## config.mk

```make
export PLATFORM = sky130hd
export DESIGN_NAME = frame_renderer
export DESIGN_NICKNAME = d
export VERILOG_FILES = /design/src/rtl/game_geometry_pkg.sv /design/src/rtl/block_index_lookup.sv /design/src/rtl/frame_renderer.sv
export SDC_FILE = /design/constraint.sdc
export NUM_CORES = 1
export LEC_CHECK = 0
export CORE_ASPECT_RATIO = 1.25
export CORE_MARGIN = 3
export CORE_UTILIZATION = 50
export CTS_CLUSTER_SIZE = 30
export DETAILED_ROUTE_END_ITERATION = 8
export HOLD_SLACK_MARGIN = 0.15
export PLACE_DENSITY_LB_ADDON = 0.25
export SLEW_MARGIN = 25
export SYNTH_ARGS = -nofsm -noshare
export SYNTH_HDL_FRONTEND = slang
export SYNTH_SLANG_ARGS = --single-unit
```

## constraint.sdc

```tcl
create_clock -name CLK -period 3.9 [get_ports CLK]
set_input_delay 0.78 -clock CLK [delete_from_list [all_inputs] [get_ports CLK]]
set_output_delay 0.78 -clock CLK [all_outputs]
set_load 0.005 [all_outputs]
```

## src/rtl/game_geometry_pkg.sv

```systemverilog
// Shared geometry, palette and colour constants for the frame renderer.
// Block sizes must be powers of two; the row palette has one entry per block row.
package game_geometry_pkg;

  localparam int BLOCK_COLS  = 9;
  localparam int BLOCK_ROWS  = 8;
  localparam int BLOCK_X0    = 32;
  localparam int BLOCK_Y0    = 48;
  localparam int BLOCK_W     = 64;
  localparam int BLOCK_H     = 16;
  localparam int BALL_SIZE   = 8;
  localparam int PADDLE_LEN  = 64;
  localparam int PADDLE_Y    = 448;
  localparam int PADDLE_H    = 8;
  localparam int CEIL_H      = 16;

  localparam int NUM_BLOCKS  = BLOCK_COLS * BLOCK_ROWS;
  localparam int BLOCK_IDX_W = $clog2(NUM_BLOCKS);

  localparam logic [7:0] COLOUR_BALL   = 8'hFF;
  localparam logic [7:0] COLOUR_PADDLE = 8'h1F;
  localparam logic [7:0] COLOUR_WALL   = 8'h92;
  localparam logic [7:0] COLOUR_BG     = 8'h00;
  localparam logic [7:0] COLOUR_LOST   = 8'h20;

  // RGB332 per block row, top row first.
  localparam logic [7:0] ROW_COLOUR [8] = '{
    8'hE0, 8'hEC, 8'hFC, 8'h1C, 8'h13, 8'h03, 8'h63, 8'hE3
  };

endpackage

```

## src/rtl/block_index_lookup.sv

```systemverilog
// Pipeline stage 2 of the renderer: turns (row, col) into a block index with
// shift-add arithmetic and registers the presence bit plus the row for palette lookup.
module block_index_lookup #(
  parameter int BLOCK_COLS = game_geometry_pkg::BLOCK_COLS,
  parameter int BLOCK_ROWS = game_geometry_pkg::BLOCK_ROWS,
  parameter int ROW_W      = $clog2(game_geometry_pkg::BLOCK_ROWS),
  parameter int COL_W      = $clog2(game_geometry_pkg::BLOCK_COLS),
  parameter int IDX_W      = game_geometry_pkg::BLOCK_IDX_W
) (
  input  logic                             clk_i,
  input  logic                             rst_ni,
  input  logic [ROW_W-1:0]                 row_i,
  input  logic [COL_W-1:0]                 col_i,
  input  logic                             area_i,
  input  logic [BLOCK_COLS*BLOCK_ROWS-1:0] blocks_i,
  output logic                             hit_o,
  output logic [ROW_W-1:0]                 row_o
);

  localparam int PAD_W = 1 << IDX_W;

  logic [IDX_W-1:0] idx;
  logic [PAD_W-1:0] blocks_pad;
  logic             hit_d;
  logic             hit_q;
  logic [ROW_W-1:0] row_q;

  // row*BLOCK_COLS as a sum of row shifted by each set bit of the constant.
  always_comb begin
    idx = IDX_W'(col_i);
    for (int b = 0; b < 32; b++) begin
      if (BLOCK_COLS[b]) idx = idx + (IDX_W'(row_i) << b);
    end
  end

  assign blocks_pad = PAD_W'(blocks_i);
  assign hit_d      = area_i && blocks_pad[idx];

  always_ff @(posedge clk_i or negedge rst_ni) begin
    if (!rst_ni) begin
      hit_q <= 1'b0;
      row_q <= '0;
    end else begin
      hit_q <= hit_d;
      row_q <= row_i;
    end
  end

  assign hit_o = hit_q;
  assign row_o = row_q;

endmodule

```

## src/rtl/frame_renderer.sv

```systemverilog
// Snapshots physics state at vblank and renders RGB332 pixels through a 2-stage pipeline.
// Optional FRAME_RENDERER_OUTLINE_EN draws a 1-px dark grid on block edges.
module frame_renderer #(
  parameter int BLOCK_COLS = game_geometry_pkg::BLOCK_COLS,
  parameter int BLOCK_ROWS = game_geometry_pkg::BLOCK_ROWS,
  parameter int BLOCK_X0   = game_geometry_pkg::BLOCK_X0,
  parameter int BLOCK_Y0   = game_geometry_pkg::BLOCK_Y0,
  parameter int BLOCK_W    = game_geometry_pkg::BLOCK_W,
  parameter int BLOCK_H    = game_geometry_pkg::BLOCK_H,
  parameter int BALL_SIZE  = game_geometry_pkg::BALL_SIZE,
  parameter int PADDLE_LEN = game_geometry_pkg::PADDLE_LEN,
  parameter int PADDLE_Y   = game_geometry_pkg::PADDLE_Y,
  parameter int PADDLE_H   = game_geometry_pkg::PADDLE_H,
  parameter int CEIL_H     = game_geometry_pkg::CEIL_H
) (
  input  logic                             CLK,
  input  logic                             RESET_N,
  input  logic [9:0]                       PIX_X,
  input  logic [9:0]                       PIX_Y,
  input  logic                             PIX_VALID,
  input  logic                             FRAME_END,
  input  logic [9:0]                       PADDLE_X_PIXEL,
  input  logic [9:0]                       BALL_X_PIXEL,
  input  logic [9:0]                       BALL_Y_PIXEL,
  input  logic [BLOCK_COLS*BLOCK_ROWS-1:0] BLOCK_STATE,
  input  logic                             BALL_LOST,
  output logic                             START_UPDATE,
  output logic [7:0]                       RGB,
  output logic                             RGB_VALID
);

  import game_geometry_pkg::*;

  localparam int NB    = BLOCK_COLS * BLOCK_ROWS;
  localparam int COL_W = $clog2(BLOCK_COLS);
  localparam int ROW_W = $clog2(BLOCK_ROWS);
  localparam int IDX_W = $clog2(NB);
  localparam int BW_SH = $clog2(BLOCK_W);
  localparam int BH_SH = $clog2(BLOCK_H);

  localparam logic [9:0] X0     = 10'(BLOCK_X0);
  localparam logic [9:0] Y0     = 10'(BLOCK_Y0);
  localparam logic [9:0] X_END  = 10'(BLOCK_X0 + BLOCK_COLS * BLOCK_W);
  localparam logic [9:0] PAD_Y0 = 10'(PADDLE_Y);
  localparam logic [9:0] PAD_Y1 = 10'(PADDLE_Y + PADDLE_H);
  localparam logic [9:0] CEIL   = 10'(CEIL_H);
  localparam logic [9:0] BALL_E = 10'(BALL_SIZE);
  localparam logic [9:0] PAD_L  = 10'(PADDLE_LEN);
  localparam logic [9:0] N_COLS = 10'(BLOCK_COLS);
  localparam logic [9:0] N_ROWS = 10'(BLOCK_ROWS);

  logic [9:0]    paddle_x_q, ball_x_q, ball_y_q;
  logic [NB-1:0] blocks_q, blocks_s2_q;
  logic          lost_q, snap_q, start_q;

  // blocks_s2_q trails the shadow by one cycle so stage 2 sees the same snapshot
  // stage 1 used for that pixel, even across a capture edge.
  always_ff @(posedge CLK or negedge RESET_N) begin
    if (!RESET_N) begin
      paddle_x_q  <= '0;
      ball_x_q    <= '0;
      ball_y_q    <= '0;
      blocks_q    <= '0;
      blocks_s2_q <= '0;
      lost_q      <= 1'b0;
      snap_q      <= 1'b0;
      start_q     <= 1'b0;
    end else begin
      start_q     <= FRAME_END;
      blocks_s2_q <= blocks_q;
      if (FRAME_END) begin
        paddle_x_q <= PADDLE_X_PIXEL;
        ball_x_q   <= BALL_X_PIXEL;
        ball_y_q   <= BALL_Y_PIXEL;
        blocks_q   <= BLOCK_STATE;
        lost_q     <= BALL_LOST;
        snap_q     <= 1'b1;
      end
    end
  end

  logic [9:0] dx_ball, dy_ball, dx_pad, bx, by, col_full, row_full;
  logic       in_ball_d, in_pad_d, in_area_d, in_wall_d;

  // Unsigned wrap-around makes left/above misses fail the "< size" tests.
  always_comb begin
    dx_ball   = PIX_X - ball_x_q;
    dy_ball   = PIX_Y - ball_y_q;
    dx_pad    = PIX_X - paddle_x_q;
    bx        = PIX_X - X0;
    by        = PIX_Y - Y0;
    col_full  = bx >> BW_SH;
    row_full  = by >> BH_SH;
    in_ball_d = snap_q && (dx_ball < BALL_E) && (dy_ball < BALL_E);
    in_pad_d  = snap_q && (dx_pad < PAD_L) && (PIX_Y >= PAD_Y0) && (PIX_Y < PAD_Y1);
    in_area_d = snap_q && (PIX_X >= X0) && (PIX_Y >= Y0) &&
                (col_full < N_COLS) && (row_full < N_ROWS);
    in_wall_d = snap_q && ((PIX_X < X0) || (PIX_X >= X_END) || (PIX_Y < CEIL));
  end

  logic             s1_valid_q, s1_ball_q, s1_pad_q, s1_area_q, s1_wall_q, s1_lost_q;
  logic [ROW_W-1:0] s1_row_q;
  logic [COL_W-1:0] s1_col_q;
  logic             s2_valid_q, s2_ball_q, s2_pad_q, s2_wall_q, s2_lost_q;
  logic             s2_hit;
  logic [ROW_W-1:0] s2_row;
`ifdef FRAME_RENDERER_OUTLINE_EN
  logic             edge_d, s1_edge_q, s2_edge_q;
  assign edge_d = (bx[BW_SH-1:0] == '0) || (by[BH_SH-1:0] == '0);
`endif

  always_ff @(posedge CLK or negedge RESET_N) begin
    if (!RESET_N) begin
      s1_valid_q <= 1'b0;
      s1_ball_q  <= 1'b0;
      s1_pad_q   <= 1'b0;
      s1_area_q  <= 1'b0;
      s1_wall_q  <= 1'b0;
      s1_lost_q  <= 1'b0;
      s1_row_q   <= '0;
      s1_col_q   <= '0;
      s2_valid_q <= 1'b0;
      s2_ball_q  <= 1'b0;
      s2_pad_q   <= 1'b0;
      s2_wall_q  <= 1'b0;
      s2_lost_q  <= 1'b0;
`ifdef FRAME_RENDERER_OUTLINE_EN
      s1_edge_q  <= 1'b0;
      s2_edge_q  <= 1'b0;
`endif
    end else begin
      s1_valid_q <= PIX_VALID;
      s1_ball_q  <= in_ball_d;
      s1_pad_q   <= in_pad_d;
      s1_area_q  <= in_area_d;
      s1_wall_q  <= in_wall_d;
      s1_lost_q  <= snap_q && lost_q;
      s1_row_q   <= row_full[ROW_W-1:0];
      s1_col_q   <= col_full[COL_W-1:0];
      s2_valid_q <= s1_valid_q;
      s2_ball_q  <= s1_ball_q;
      s2_pad_q   <= s1_pad_q;
      s2_wall_q  <= s1_wall_q;
      s2_lost_q  <= s1_lost_q;
`ifdef FRAME_RENDERER_OUTLINE_EN
      s1_edge_q  <= edge_d;
      s2_edge_q  <= s1_edge_q;
`endif
    end
  end

  block_index_lookup #(
    .BLOCK_COLS (BLOCK_COLS),
    .BLOCK_ROWS (BLOCK_ROWS),
    .ROW_W      (ROW_W),
    .COL_W      (COL_W),
    .IDX_W      (IDX_W)
  ) u_block_index_lookup (
    .clk_i    (CLK),
    .rst_ni   (RESET_N),
    .row_i    (s1_row_q),
    .col_i    (s1_col_q),
    .area_i   (s1_area_q),
    .blocks_i (blocks_s2_q),
    .hit_o    (s2_hit),
    .row_o    (s2_row)
  );

  logic [7:0] rgb;

  always_comb begin
    rgb = s2_lost_q ? COLOUR_LOST : COLOUR_BG;
    if (!s2_valid_q)    rgb = COLOUR_BG;
    else if (s2_ball_q) rgb = COLOUR_BALL;
    else if (s2_pad_q)  rgb = COLOUR_PADDLE;
    else if (s2_hit) begin
`ifdef FRAME_RENDERER_OUTLINE_EN
      rgb = s2_edge_q ? COLOUR_BG : ROW_COLOUR[s2_row];
`else
      rgb = ROW_COLOUR[s2_row];
`endif
    end
    else if (s2_wall_q) rgb = COLOUR_WALL;
  end

  assign RGB          = rgb;
  assign RGB_VALID    = s2_valid_q;
  assign START_UPDATE = start_q;

endmodule
```

* Word-level counts from Yosys, hierarchy flattened
Memory sizes are Yosys's and may differ from the RTL's. Cells that the tools add are included.
Operators by class: reductions and logical operators 14, bitwise operators 1, magnitude comparators 14, muxes and demuxes 10, add/sub/neg operators 7
Operator list (count):
- $mux W8 | 7
- $sub A10 B10 Y10 | 3
- $ge A10 B6 Y1 const B | 2
- $lt A10 B4 Y1 const B | 2
- $sub A10 B6 Y10 const B | 2
- $logic_and A1 B1 Y1 | 12
- $ge A10 B10 Y1 const B | 1
- $ge A10 B9 Y1 const B | 1
- $lt A10 B5 Y1 const B | 1
- $lt A10 B6 Y1 const B | 1
- $lt A10 B7 Y1 const B | 1
- $lt A10 B9 Y1 const B | 1
- $lt A7 B8 Y1 const B | 1
- $add A7 B6 Y7 | 1
- $bmux W1 S7 | 1
- $lt A6 B4 Y1 const B | 1
- $mux W6 | 1
- $add A4 B3 Y5 | 1
- $ge A4 B4 Y1 const B | 1
- $lt A4 B4 Y1 const B | 1
- $not A3 Y4 | 1
- $logic_or A1 B1 Y1 | 2
- $mux W1 | 1
Storage, ports and cells: memory bits (read-only) 64, memories kept 1, register bits after elaboration 199, output and inout port bits 10, input port bits 127
Memory list:
- (no name shown) | words 8, width 8, rd ports 1, clocked after Yosys merged registers in 0, write ports 0, RTL line frame_renderer.sv:180 | rgb = ROW_COLOUR[s2_row];

* Depth between registers and ports, before layout
Gate-level depths: netlist of the first run.
depth in word-level cells 8, mapped depth 14, depth with buffers taken out 14

* By module
A second synthesis of the first run with hierarchy kept.
Unflattened totals: cell total of the unflattened synthesis 635, area, all modules 8473.1 µm²
By module, submodules not included:
- frame_renderer | area an instance 7512.2 µm², times used 1, cells each 554
- block_index_lookup | area an instance 960.9 µm², times used 1, cells each 81

* Worst setup path after synthesis of the first run
OpenSTA, ideal clock, no wires.
path type register -> register, from register s1_row_q[1], to register u_block_index_lookup.hit_q, in the netlist u_block_index_lookup.hit_o, buffers on the path 0, library setup time 125 ps, stages on the path, launching flop included 14, required time 3775 ps, path slack 835 ps, data arrival time 2941 ps, cells stage by stage dfrtp_1 > ha_1 > a21o_1 > a21oi_1 > xnor2_1 > ha_1 > inv_1 > fa_1 > xnor2_1 > nand3_1 > a222oi_1 > a21oi_1 > a311oi_1 > nor2_1
On the way: longest elaborated chain between the ends 5
RTL lines:
- from (decl) | RTL line frame_renderer.sv:102 | logic [ROW_W-1:0] s1_row_q;
- from (signal assigned) | RTL line frame_renderer.sv:138 | s1_row_q <= row_full[ROW_W-1:0];
- $add A4 B3 Y5 | RTL line block_index_lookup.sv:32 | if (BLOCK_COLS[b]) idx = idx + (IDX_W'(row_i) << b);
- $add A7 B6 Y7 * | RTL line block_index_lookup.sv:32
- $bmux W1 S7 * | RTL line block_index_lookup.sv:37 | assign hit_d = area_i && blocks_pad[idx];
- $mux W1 (not written as such) * | RTL line block_index_lookup.sv:37
- $logic_and A1 B1 Y1 * | RTL line block_index_lookup.sv:37
- net u_block_index_lookup.hit_d | RTL line block_index_lookup.sv:24 | logic hit_d;
- to (signal assigned) | RTL line block_index_lookup.sv:44 | hit_q <= hit_d;
- to (decl) | RTL line block_index_lookup.sv:25 | logic hit_q;
Mark *: on every way through the listed nets, which the timed path passes. The rest lies on a longest branch. The select of a mux whose other input is x is not followed. A chain may end at the register's enable or synchronous reset.

* Worst setup path after layout of the first run
Ends and elaborated chain as after synthesis.

==> results of run 1 <==
==> state kept, by name, summed over array words and instances (netlist names), 3 cells and up <==
| name | count |
|---|---|
| s1_col_q | 4 |
| ball_y_q | 10 |
| paddle_x_q | 10 |
| u_block_index_lookup.row_o | 3 |
| s1_row_q | 3 |
| blocks_q | 72 |
| blocks_s2_q | 72 |
| ball_x_q | 10 |
==> cells in the mapped netlist (3+ instances only) <==
| cell type | number |
|---|---|
| sky130_fd_sc_hd__inv_1 | 40 |
| sky130_fd_sc_hd__o21ai_0 | 27 |
| sky130_fd_sc_hd__nand2b_1 | 3 |
| sky130_fd_sc_hd__mux2_2 | 79 |
| sky130_fd_sc_hd__o21a_1 | 4 |
| sky130_fd_sc_hd__nor2_1 | 15 |
| sky130_fd_sc_hd__a22oi_1 | 3 |
| sky130_fd_sc_hd__a21o_1 | 11 |
| sky130_fd_sc_hd__nand2_1 | 43 |
| sky130_fd_sc_hd__a21oi_1 | 19 |
| sky130_fd_sc_hd__nand4_1 | 3 |
| sky130_fd_sc_hd__nand3_1 | 5 |
| sky130_fd_sc_hd__mux2i_1 | 8 |
| sky130_fd_sc_hd__a31oi_1 | 3 |
| sky130_fd_sc_hd__nor3_1 | 10 |
| sky130_fd_sc_hd__clkbuf_1 | 16 |
| sky130_fd_sc_hd__o31a_1 | 4 |
| sky130_fd_sc_hd__nand3b_1 | 4 |
| sky130_fd_sc_hd__nor4_1 | 3 |
| sky130_fd_sc_hd__mux4_2 | 19 |
| sky130_fd_sc_hd__nor2b_1 | 4 |
| sky130_fd_sc_hd__dfrtp_1 | 199 |
| sky130_fd_sc_hd__xnor2_1 | 7 |
| sky130_fd_sc_hd__ha_1 | 34 |
| sky130_fd_sc_hd__xor2_1 | 5 |
==> critical path, cell delays in order (launching register included) <==
cell,delay (ns)
sky130_fd_sc_hd__dfrtp_1,0.42
sky130_fd_sc_hd__ha_1,0.30
sky130_fd_sc_hd__a21o_1,0.17
sky130_fd_sc_hd__a21oi_1,0.17
sky130_fd_sc_hd__xnor2_1,0.16
sky130_fd_sc_hd__ha_1,0.20
sky130_fd_sc_hd__inv_1,0.05
sky130_fd_sc_hd__fa_1,0.37
sky130_fd_sc_hd__xnor2_1,0.13
sky130_fd_sc_hd__buf_4,0.17
sky130_fd_sc_hd__or4b_2,0.64
sky130_fd_sc_hd__o22ai_1,0.15
sky130_fd_sc_hd__a21oi_1,0.09
sky130_fd_sc_hd__nor2_1,0.12
==> path summary, 6_finish.rpt <==
| check | startpoint | endpoint | slack (ns) | depth (start not counted) |
|---|---|---|---|---|
| max | s1_row_q[1] | u_block_index_lookup.hit_o | 0.69 | 13 |
| min | s1_lost_q | s2_lost_q | 0.35 | 0 |
| max reg2reg | s1_row_q[1] | u_block_index_lookup.hit_o | 0.69 | 13 |
| min reg2reg | s1_lost_q | s2_lost_q | 0.35 | 0 |
| max in group asynchronous | RESET_N | paddle_x_q[9] | 2.56 | 2 |
| min in group asynchronous | RESET_N | blocks_q[59] | 0.38 | 1 |
==> cells in the final DEF, fill, tap and decap left out, types with 4 or more instances in the layout <==
master / synthesis / routed
sky130_fd_sc_hd__clkdlybuf4s50_1: 0 / 134
sky130_fd_sc_hd__nor3_1: 10 / 10
sky130_fd_sc_hd__clkbuf_16: 0 / 17
sky130_fd_sc_hd__inv_1: 40 / 40
sky130_fd_sc_hd__dfrtp_1: 199 / 199
sky130_fd_sc_hd__ha_1: 34 / 34
sky130_fd_sc_hd__a21oi_1: 19 / 19
sky130_fd_sc_hd__nand3_1: 5 / 5
sky130_fd_sc_hd__nor2_1: 15 / 15
sky130_fd_sc_hd__o21ai_0: 27 / 27
sky130_fd_sc_hd__mux4_2: 19 / 19
sky130_fd_sc_hd__mux2i_1: 8 / 8
sky130_fd_sc_hd__inv_6: 0 / 6
sky130_fd_sc_hd__a21o_1: 11 / 11
sky130_fd_sc_hd__mux2_2: 79 / 79
sky130_fd_sc_hd__nor2b_1: 4 / 4
sky130_fd_sc_hd__o31a_1: 4 / 4
sky130_fd_sc_hd__xor2_1: 5 / 5
sky130_fd_sc_hd__xnor2_1: 7 / 7
sky130_fd_sc_hd__nand3b_1: 4 / 4
sky130_fd_sc_hd__nand2_1: 43 / 43
sky130_fd_sc_hd__o21a_1: 4 / 4
sky130_fd_sc_hd__buf_4: 1 / 5
==> power groups by stage <==
| stage | Sequential (mW) | Combinational [mW] | Clock, mW |
|---|---|---|---|
| after floorplan | 2.35 | 0.591 | 0 |
| after global placement | 2.37 | 0.911 | 0 |
| after detailed placement | 2.39 | 0.934 | 0 |
| after CTS | 2.35 | 0.942 | 1.74 |
| after global routing | 2.36 | 1.02 | 1.82 |
| final | 2.34 | 0.931 | 1.70 |
==> kinds of logic (layout without fill, tap and decap cells) <==
| group | Yosys count | count (layout) |
|---|---|---|
| AO/OA/AOI/OAI | 99 | 99 |
| XOR/XNOR | 13 | 13 |
| adder cells (fa/ha/maj) | 36 | 36 |
| buffers and inverters | 62 | 213 |
| flip-flops | 199 | 199 |
| multiplexers | 106 | 106 |
| AND/OR/NAND/NOR | 107 | 107 |
==> layout make-up <==
| type | instances | area (um2) | share of cell area |
|---|---|---|---|
| sequential | 199 | 4980 | 0.469 |
| multi-input combinational | 361 | 3210 | 0.302 |
| timing repair buffer | 142 | 1430 | 0.135 |
| clock buffer | 17 | 425 | 0.0401 |
| tap | 216 | 270 | 0.0255 |
| clock inverter | 14 | 150 | 0.0141 |
| inverter | 40 | 150 | 0.0141 |
==> per-stage QoR <==
| step | setup WS (ns) | cells | instance area [um2] | hold WS, ns |
|---|---|---|---|---|
| CTS | 0.694 | 989 | 10600 | 0.352 |
| floorplan | 0.835 | 622 | 8430 | 0.331 |
| detailed placement | 0.621 | 958 | 10000 | 0.335 |
| finish | 0.685 | 989 | 10600 | 0.351 |
| global route | 0.572 | 989 | 10600 | 0.370 |
| global placement | 0.675 | 958 | 10000 | 0.332 |
==> metal layers <==
layer  global-route usage  routed length, um  up-vias
met1                0.239               7010     2664
met4               0.0594                278        0
met5                    0                  0        -
li1                     -                  -     2491
met3               0.0392                755       20
met2                0.371               9800      134
==> out/qor.txt, run 1 <==
Minimum period implied by the final worst setup slack: 3.21 ns
MaxCap Viol Count: 0
Final setup vio count: 0
Required time reported for the critical path endpoint: 4.25 ns
Die ar.: 18500 um2
Internal portion of total power: 3.60 mW
Sinks on the clock net: 199
Setup clock skew after layout: 0.00912 ns
Site Rows: 52
Synthesized instance count: 622
Number of DRC violations after detailed-routing iteration 0: 324
Core Util, Final: 0.647
Worst vdd rail ir drop: 0.302 mV
Num ports: 137
Total number of vias: 5309
Critical path fanouts, max: 9
Share of synthesized cell area in and, or, nand and nor gates: 0.0660
Setup CP Type: reg -> reg
Worst min-delay path category: reg -> reg
Area share of fa/ha/maj cells after synthesis: 0.0552
Clk pwr share: 0.341
Combined area of all synthesized cells: 8430 um2
Clock latency at the later pin of the worst-skew pair: 0.43 ns
GP Congestion: 0.879
Placeable core area: 16400 um2
Period utilization: 0.824
Wire length of the first global-routing pass: 28400 um
Share of final-layout standard cells stronger than drive strength 1: 0.194
Final Hold Violating Endpoints: 0
Power Total: 4.97 mW
Wire length per cell after detailed routing: 18.0 um
Leakage power total: 4.60 nW
Slew at the pin with the worst max-slew slack: 0.805 ns
Clock Tree Buf Depth: 2
Share of the synthesized netlist area taken by xor and xnor gates: 0.0144
Switching fraction of total power: 0.275
Number of antenna violations at the first check in global routing: 0
Post-synthesis register bit count: 199
Total Neg Setup Slack: 0 ns
Number of routed nets with antenna violations: 0
Post-synthesis sequential area ratio: 0.590
Unrepaired setup endpoints after global routing: false
Root buffer cell: sky130_fd_sc_hd__clkbuf_16
Area leader, netlist: sky130_fd_sc_hd__dfrtp_1
Average via count per standard cell: 5.37
Inserted Clock Buffers: 17
Pwr dens: 468 nW/um2
Level count of the clock H-tree: 4
Final Slew Violations: 0
Post-synth cell types: 66
Count of flip-flops with a built-in enable after synthesis: 0
TritonCTS clock tree: done
Area Growth Syn to Fin: 25.9%
Number of gates resized after CTS: 0
Fill cells: 1251
Primary flip-flop cell chosen by synthesis mapping: sky130_fd_sc_hd__dfrtp_1
Half-perimeter wire length of the detailed placement result: 13200 um
Effective utilization at floorplan: 0.514
Overall routing resource usage: 0.202
Comb power frac: 0.187
DRC Markers: 0
Quantity of hold-fixing buffers added after cts: 0
Horizontal die dimension: 122 um
Number of diodes added for antenna fixing: 0
Crit path capture type: flop
Post-Synthesis Net Count: 785
Number of buffers inserted by post-CTS setup repair: 0
Synth Area in Compound Gates: 0.0789
Synth area leaders: sky130_fd_sc_hd__dfrtp_1, sky130_fd_sc_hd__mux2_2, sky130_fd_sc_hd__mux4_2
Flop pwr share: 0.471
Data arrival time of the worst path: 3.57 ns
Proportion of synthesized area in mux cells: 0.166
Chip height: 151 um
YS warnings: 0
Clock-pin slew of the registers on the worst-case setup and hold paths: 0.07 ns
Remaining global-route overflow: 0
Detailed-route wire length: 17800 um
Via count of the first global-routing pass: 5726
Headroom to the max-slew limit: 0.450
Combinational family with the most area after synthesis: multiplexers
Net load switching power: 1.37 mW
Layout Nets: 924
First-pass iteration count of the detailed router: 4
Critical path launch point type: flop
Status: complete, no violations
Highest attainable clock frequency: 0.311 GHz
Count of input and output buffers: 136
FFs w/ async S/R, synth: 1.00
Per-instance average area after synthesis: 13.6 um2
Pin count of the biggest net entering global routing: 92
Share of Yosys cell area claimed by the top area cell type: 0.590
No activity file was read; power rests on OpenSTA's default activity.
==> run 2, diff against run 1 <==
==> constraint.sdc (replaced) <==
create_clock -name CLK -period 3.1 [get_ports CLK]
set_input_delay 0.62 -clock CLK [delete_from_list [all_inputs] [get_ports CLK]]
set_output_delay 0.62 -clock CLK [all_outputs]
set_load 0.005 [all_outputs]
==> out/qor.txt, run 2 (synthesis results as in run 1) <==
Status: complete, no violations
Share of final-layout standard cells stronger than drive strength 1: 0.233
Number of routed nets with antenna violations: 0
GP Congestion: 0.907
Critical path fanouts, max: 7
Required time reported for the critical path endpoint: 3.40 ns
R2r startpoint: s1_col_q[1]
Level count of the clock H-tree: 4
Wire length of the first global-routing pass: 29300 um
Final Slew Violations: 0
Die ar.: 18500 um2
Instance area after placement: 10200 um2
Count of input and output buffers: 136
Detailed-route wire length: 18400 um
Average via count per standard cell: 5.35
Total number of vias: 5432
Area Growth Syn to Fin: 29.7%
Clock Tree Buf Depth: 2
Sinks on the clock net: 199
MaxCap Viol Count: 0
Biggest registers after layout: blocks_q x72, blocks_s2_q x72
Horizontal die dimension: 122 um
Startpoint of the most critical setup path: s1_col_q[1]
Worst min-delay path category: in -> async
Most common cell after layout, fill and taps aside: sky130_fd_sc_hd__dfrtp_1
Core Util, Final: 0.667
TritonCTS clock tree: done
Clock-pin slew of the registers on the worst-case setup and hold paths: 0.07 ns
Half-perimeter wire length of the detailed placement result: 13500 um
Remaining global-route overflow: 0
Number of DRC violations after detailed-routing iteration 0: 311
Final setup vio count: 0
Num ports: 137
First-pass iteration count of the detailed router: 5
Wire length per cell after detailed routing: 18.2 um
Period utilization: 0.978
Chip height: 151 um
Crit Reg-Reg Endpoint: u_block_index_lookup.hit_o
Headroom to the max-slew limit: 0.560
Layout Nets: 949
Inserted Clock Buffers: 17
Minimum period implied by the final worst setup slack: 3.03 ns
Finished layout cell area: 10900 um2
Total placed cells including tap cells: 979
Pin count of the biggest net entering global routing: 84
Root buffer cell: sky130_fd_sc_hd__clkbuf_16
Quantity of hold-fixing buffers added after cts: 0
DRC Markers: 0
Highest attainable clock frequency: 0.330 GHz
Leakage power total: 4.76 nW
Critical path launch point type: flop
Worst vdd rail ir drop: 0.384 mV
Cell count of the worst reg-to-reg path: 13
Final Hold Violating Endpoints: 0
Setup slack of the most critical reg-to-reg path: 0.07 ns
Critical Path Sink: u_block_index_lookup.hit_o
Power Total: 6.49 mW
Setup clock skew after layout: 0.00804 ns
Via count of the first global-routing pass: 5788
Site Rows: 52
Slew at the pin with the worst max-slew slack: 0.661 ns
Overall routing resource usage: 0.209
Data arrival time of the worst path: 3.33 ns
Crit path capture type: flop
Leading cell types in the layout, fill and taps excluded: sky130_fd_sc_hd__dfrtp_1, sky130_fd_sc_hd__clkdlybuf4s50_1, sky130_fd_sc_hd__mux2_2, sky130_fd_sc_hd__nand2_1, sky130_fd_sc_hd__inv_1
Non-filler instance count after layout: 1015
Number of diodes added for antenna fixing: 0
Effective utilization at floorplan: 0.514
Clock latency at the later pin of the worst-skew pair: 0.43 ns
Pwr dens: 593 nW/um2
Setup CP Type: reg -> reg
Number of antenna violations at the first check in global routing: 0
Placeable core area: 16400 um2
==> run 2: cell count changes in the layout (fill, tap and decap cells not counted), sizes merged <==
cell      delta
buf         +25
inv          -6
clkbuf       +3
clkinv       +3
bufinv       +2
clkinvlp     -1
==> run 2: worst min-delay path by stage <==
stage	slack, ns	start	to
finish	0.22	RESET_N	RGB_VALID
global route	0.25	RESET_N	RGB_VALID
CTS	0.24	RESET_N	RGB_VALID
detailed placement	0.34	s1_wall_q	s2_wall_q
global placement	0.33	s1_wall_q	s2_wall_q
floorplan	0.32	RESET_N	RGB_VALID
==> run 2: per-layer routing <==
| metal | routed length (um) | global-route usage |
|---|---|---|
| met5 | 0 | 0 |
| met4 | 327 | 0.0644 |
| met3 | 849 | 0.0463 |
| met2 | 9770 | 0.372 |
| met1 | 7490 | 0.255 |
==> run 2: stage by stage <==
stage	TNS [ns]	setup slack [ns]	hold slack, ns
after detailed placement	-0.242	-0.182	0.343
final	0	0.0695	0.217
after CTS	0	0.0343	0.245
after global placement	-0.00146	-0.00146	0.334
after global routing	-0.0337	-0.0337	0.247
after floorplan	0	0.0348	0.324
==> run 2: cell type report <==
cell class,instances,area [um2]
clock buffer,20,467
clock inverter,12,159
fill,1188,5460
inverter,40,150
multi-input combinational,361,3260
sequential,199,4980
tap,216,270
timing repair buffer,167,1650
==> run 2: worst max-delay path: stages, from the launching register on <==
cell and delay [ns]:
sky130_fd_sc_hd__dfrtp_1 0.41, sky130_fd_sc_hd__ha_4 0.25, sky130_fd_sc_hd__a21o_1 0.17, sky130_fd_sc_hd__a21oi_2 0.15, sky130_fd_sc_hd__xnor2_1 0.15, sky130_fd_sc_hd__ha_2 0.21
sky130_fd_sc_hd__inv_2 0.04, sky130_fd_sc_hd__fa_2 0.39, sky130_fd_sc_hd__xnor2_4 0.28, sky130_fd_sc_hd__nor2_1 0.08, sky130_fd_sc_hd__a222oi_1 0.35, sky130_fd_sc_hd__a21oi_1 0.08
sky130_fd_sc_hd__a311oi_1 0.24, sky130_fd_sc_hd__nor2_1 0.09
==> run 2: power breakdown <==
group / leakage (nW) / internal [mW] / switching, mW
combinational: 2.11 / 0.680 / 0.584
sequential: 2.35 / 2.84 / 0.108
clock: 0.304 / 1.28 / 0.996
total: 4.76 / 4.80 / 1.69
==> run 2: timing repair <==
action	CTS	global route
setup endpoints to repair	1	1
pin swaps	0	13
buffers inserted	0	4
resized for setup	3	10
==> run 3, diff against run 2 <==
--- a/config.mk
+++ b/config.mk
@@ -5,11 +5,12 @@
 export SDC_FILE = /design/constraint.sdc
 export NUM_CORES = 1
 export LEC_CHECK = 0
-export CORE_ASPECT_RATIO = 1.25
+export CORE_ASPECT_RATIO = 0.75
 export CORE_MARGIN = 3
 export CORE_UTILIZATION = 50
 export CTS_CLUSTER_SIZE = 30
 export DETAILED_ROUTE_END_ITERATION = 8
+export GPL_ROUTABILITY_DRIVEN = 0
 export HOLD_SLACK_MARGIN = 0.15
 export PLACE_DENSITY_LB_ADDON = 0.25
 export SLEW_MARGIN = 25
==> out/qor.txt, run 3 (synthesis results as in run 1) <==
Highest attainable clock frequency: 0.336 GHz
Setup slack of the most critical reg-to-reg path: 0.12 ns
Worst vdd rail ir drop: 0.372 mV
Pwr dens: 591 nW/um2
Maximum single-stage delay on the critical path: 0.39 ns
Crit path capture type: flop
Minimum period implied by the final worst setup slack: 2.98 ns
Area occupied by multi-input gates: 3270 um2
Root buffer cell: sky130_fd_sc_hd__clkbuf_16
Share of final-layout standard cells stronger than drive strength 1: 0.230
Fill cells: 1151
Crit path max-delay cell type: sky130_fd_sc_hd__dfrtp_1
Horizontal die dimension: 156 um
Clock Tree Buf Depth: 2
Leading cell types in the layout, fill and taps excluded: sky130_fd_sc_hd__dfrtp_1, sky130_fd_sc_hd__clkdlybuf4s50_1, sky130_fd_sc_hd__mux2_2, sky130_fd_sc_hd__nand2_1, sky130_fd_sc_hd__inv_1
Quantity of hold-fixing buffers added after cts: 0
TritonCTS clock tree: done
Worst min-delay path category: in -> async
Average via count per standard cell: 5.38
Remaining global-route overflow: 0
Headroom to the max-slew limit: 0.484
Area taken by flip-flops and latches: 4980 um2
Sinks on the clock net: 199
DRC Markers: 0
Detailed-route wire length: 17600 um
Half-perimeter wire length of the detailed placement result: 13000 um
Leakage power total: 4.72 nW
Clock latency at the later pin of the worst-skew pair: 0.43 ns
Inserted Clock Buffers: 17
Library cell appearing most often on the critical path: sky130_fd_sc_hd__a21oi_2
First-pass iteration count of the detailed router: 4
Wire length per cell after detailed routing: 17.5 um
Clock-pin slew of the registers on the worst-case setup and hold paths: 0.07 ns
Crit Reg-Reg Endpoint: u_block_index_lookup.hit_o
Cell count of the worst reg-to-reg path: 15
Status: complete, no violations
Total Neg Setup Slack: 0 ns
Non-filler instance count after layout: 1003
Effective utilization at floorplan: 0.519
Critical path fanouts, max: 6
Largest delay contributor family on the critical path: adder cells
Number of routed nets with antenna violations: 0
Total placed cells including tap cells: 966
Slew at the pin with the worst max-slew slack: 0.755 ns
Total number of vias: 5397
Via count of the first global-routing pass: 5523
Final Slew Violations: 0
Placeable core area: 16300 um2
GR met1 Demand/Resource: 0.294
Required time reported for the critical path endpoint: 3.41 ns
Wire length of the first global-routing pass: 28700 um
Global-route met3 utilization: 0.0472
R2r startpoint: s1_col_q[1]
Die ar.: 18500 um2
Number of antenna violations at the first check in global routing: 1
Count of input and output buffers: 136
Critical path buffers and inverters: 2
Biggest registers after layout: blocks_q x72, blocks_s2_q x72
Setup clock skew after layout: 0.0113 ns
Area Growth Syn to Fin: 28.7%
Period utilization: 0.961
Crit path cell chain: ha_1, a21o_1, a21oi_2, xnor2_1, ha_2, inv_2, fa_2, xnor2_4, buf_6, mux2i_1, nand2_1, o31ai_2, a21oi_1, a21oi_2, nor2_1
Level count of the clock H-tree: 4
MaxCap Viol Count: 0
Pin count of the biggest net entering global routing: 81
Layer with the highest usage: met2
Met2 GRT Util: 0.301
Most common cell after layout, fill and taps aside: sky130_fd_sc_hd__dfrtp_1
Layout Nets: 944
Final Hold Violating Endpoints: 0
Chip height: 118 um
Critical path launch point type: flop
Num ports: 137
Setup CP Type: reg -> reg
Data arrival time of the worst path: 3.28 ns
Number of DRC violations after detailed-routing iteration 0: 405
Number of diodes added for antenna fixing: 0
Overall routing resource usage: 0.199
Unrepaired setup endpoints after global routing: true
Site Rows: 40
Final setup vio count: 0
run 3: cell count changes in the layout (fill, tap and decap cells not counted), moves of 2 or more:
cell	previous run	this run
sky130_fd_sc_hd__ha_1	30	33
sky130_fd_sc_hd__clkbuf_8	4	2
sky130_fd_sc_hd__buf_4	27	22
sky130_fd_sc_hd__ha_4	2	0
run 3: worst max-delay path by stage:
stage                                       endpoint   startpoint  cells past startpoint  slack [ns]
after global routing      u_block_index_lookup.hit_o  s1_row_q[0]                     15       -0.04
final                     u_block_index_lookup.hit_o  s1_col_q[1]                     15        0.12
after floorplan           u_block_index_lookup.hit_o  s1_row_q[1]                     13        0.03
after global placement    u_block_index_lookup.hit_o  s1_row_q[1]                     14        0.05
after CTS                 u_block_index_lookup.hit_o  s1_row_q[1]                     14        0.01
after detailed placement  u_block_index_lookup.hit_o  s1_row_q[1]                     14       -0.19
run 3: routing by layer:
layer	vias to the layer above	routed length, um
met5	-	13
met4	2	254
met3	24	944
met2	139	8250
met1	2692	8130
li1	2540	-
run 3: timing repair:
| action | 4_1_cts | 5_1_grt |
|---|---|---|
| pin swaps | 3 | 15 |
| buffers inserted | 2 | 4 |
| gates resized for setup | 7 | 9 |
| endpoints found under the setup margin | 1 | 1 |
run 3: power by group:
part	internal, mW	switching [mW]
sequential	2.84	0.101
clock	1.15	1.00
combinational	0.699	0.623
run 3: stage by stage:
stage                     utilization  hold WS [ns]  area (um2)  setup WS (ns)  total power [mW]
after floorplan                     -         0.324        8430         0.0348              3.70
after global placement          0.625         0.335       10200         0.0518              4.17
after detailed placement        0.625         0.336       10200         -0.194              4.23
after CTS                       0.664         0.223       10800         0.0123              6.41
after global routing            0.667         0.241       10900        -0.0439              6.70
final                           0.667         0.190       10900          0.122              6.42
run 3: worst reg2reg max path: cells and delay by family, from the launching register on:
kind / cells / cell delay, ns
AND/OR/NAND/NOR: 2 / 0.17
adder cells (fa/ha/maj): 3 / 0.89
AO/OA/AOI/OAI: 5 / 0.67
multiplexers: 1 / 0.19
XOR/XNOR: 2 / 0.38
buffers and inverters: 2 / 0.19
flip-flops: 1 / 0.39
run 3: final cells by class:
class	count	share of cell area
clock inverter	13	0.0130
multi-input combinational	361	0.301
inverter	40	0.0138
timing repair buffer	162	0.148
tap	210	0.0242
clock buffer	18	0.0405
sequential	199	0.459
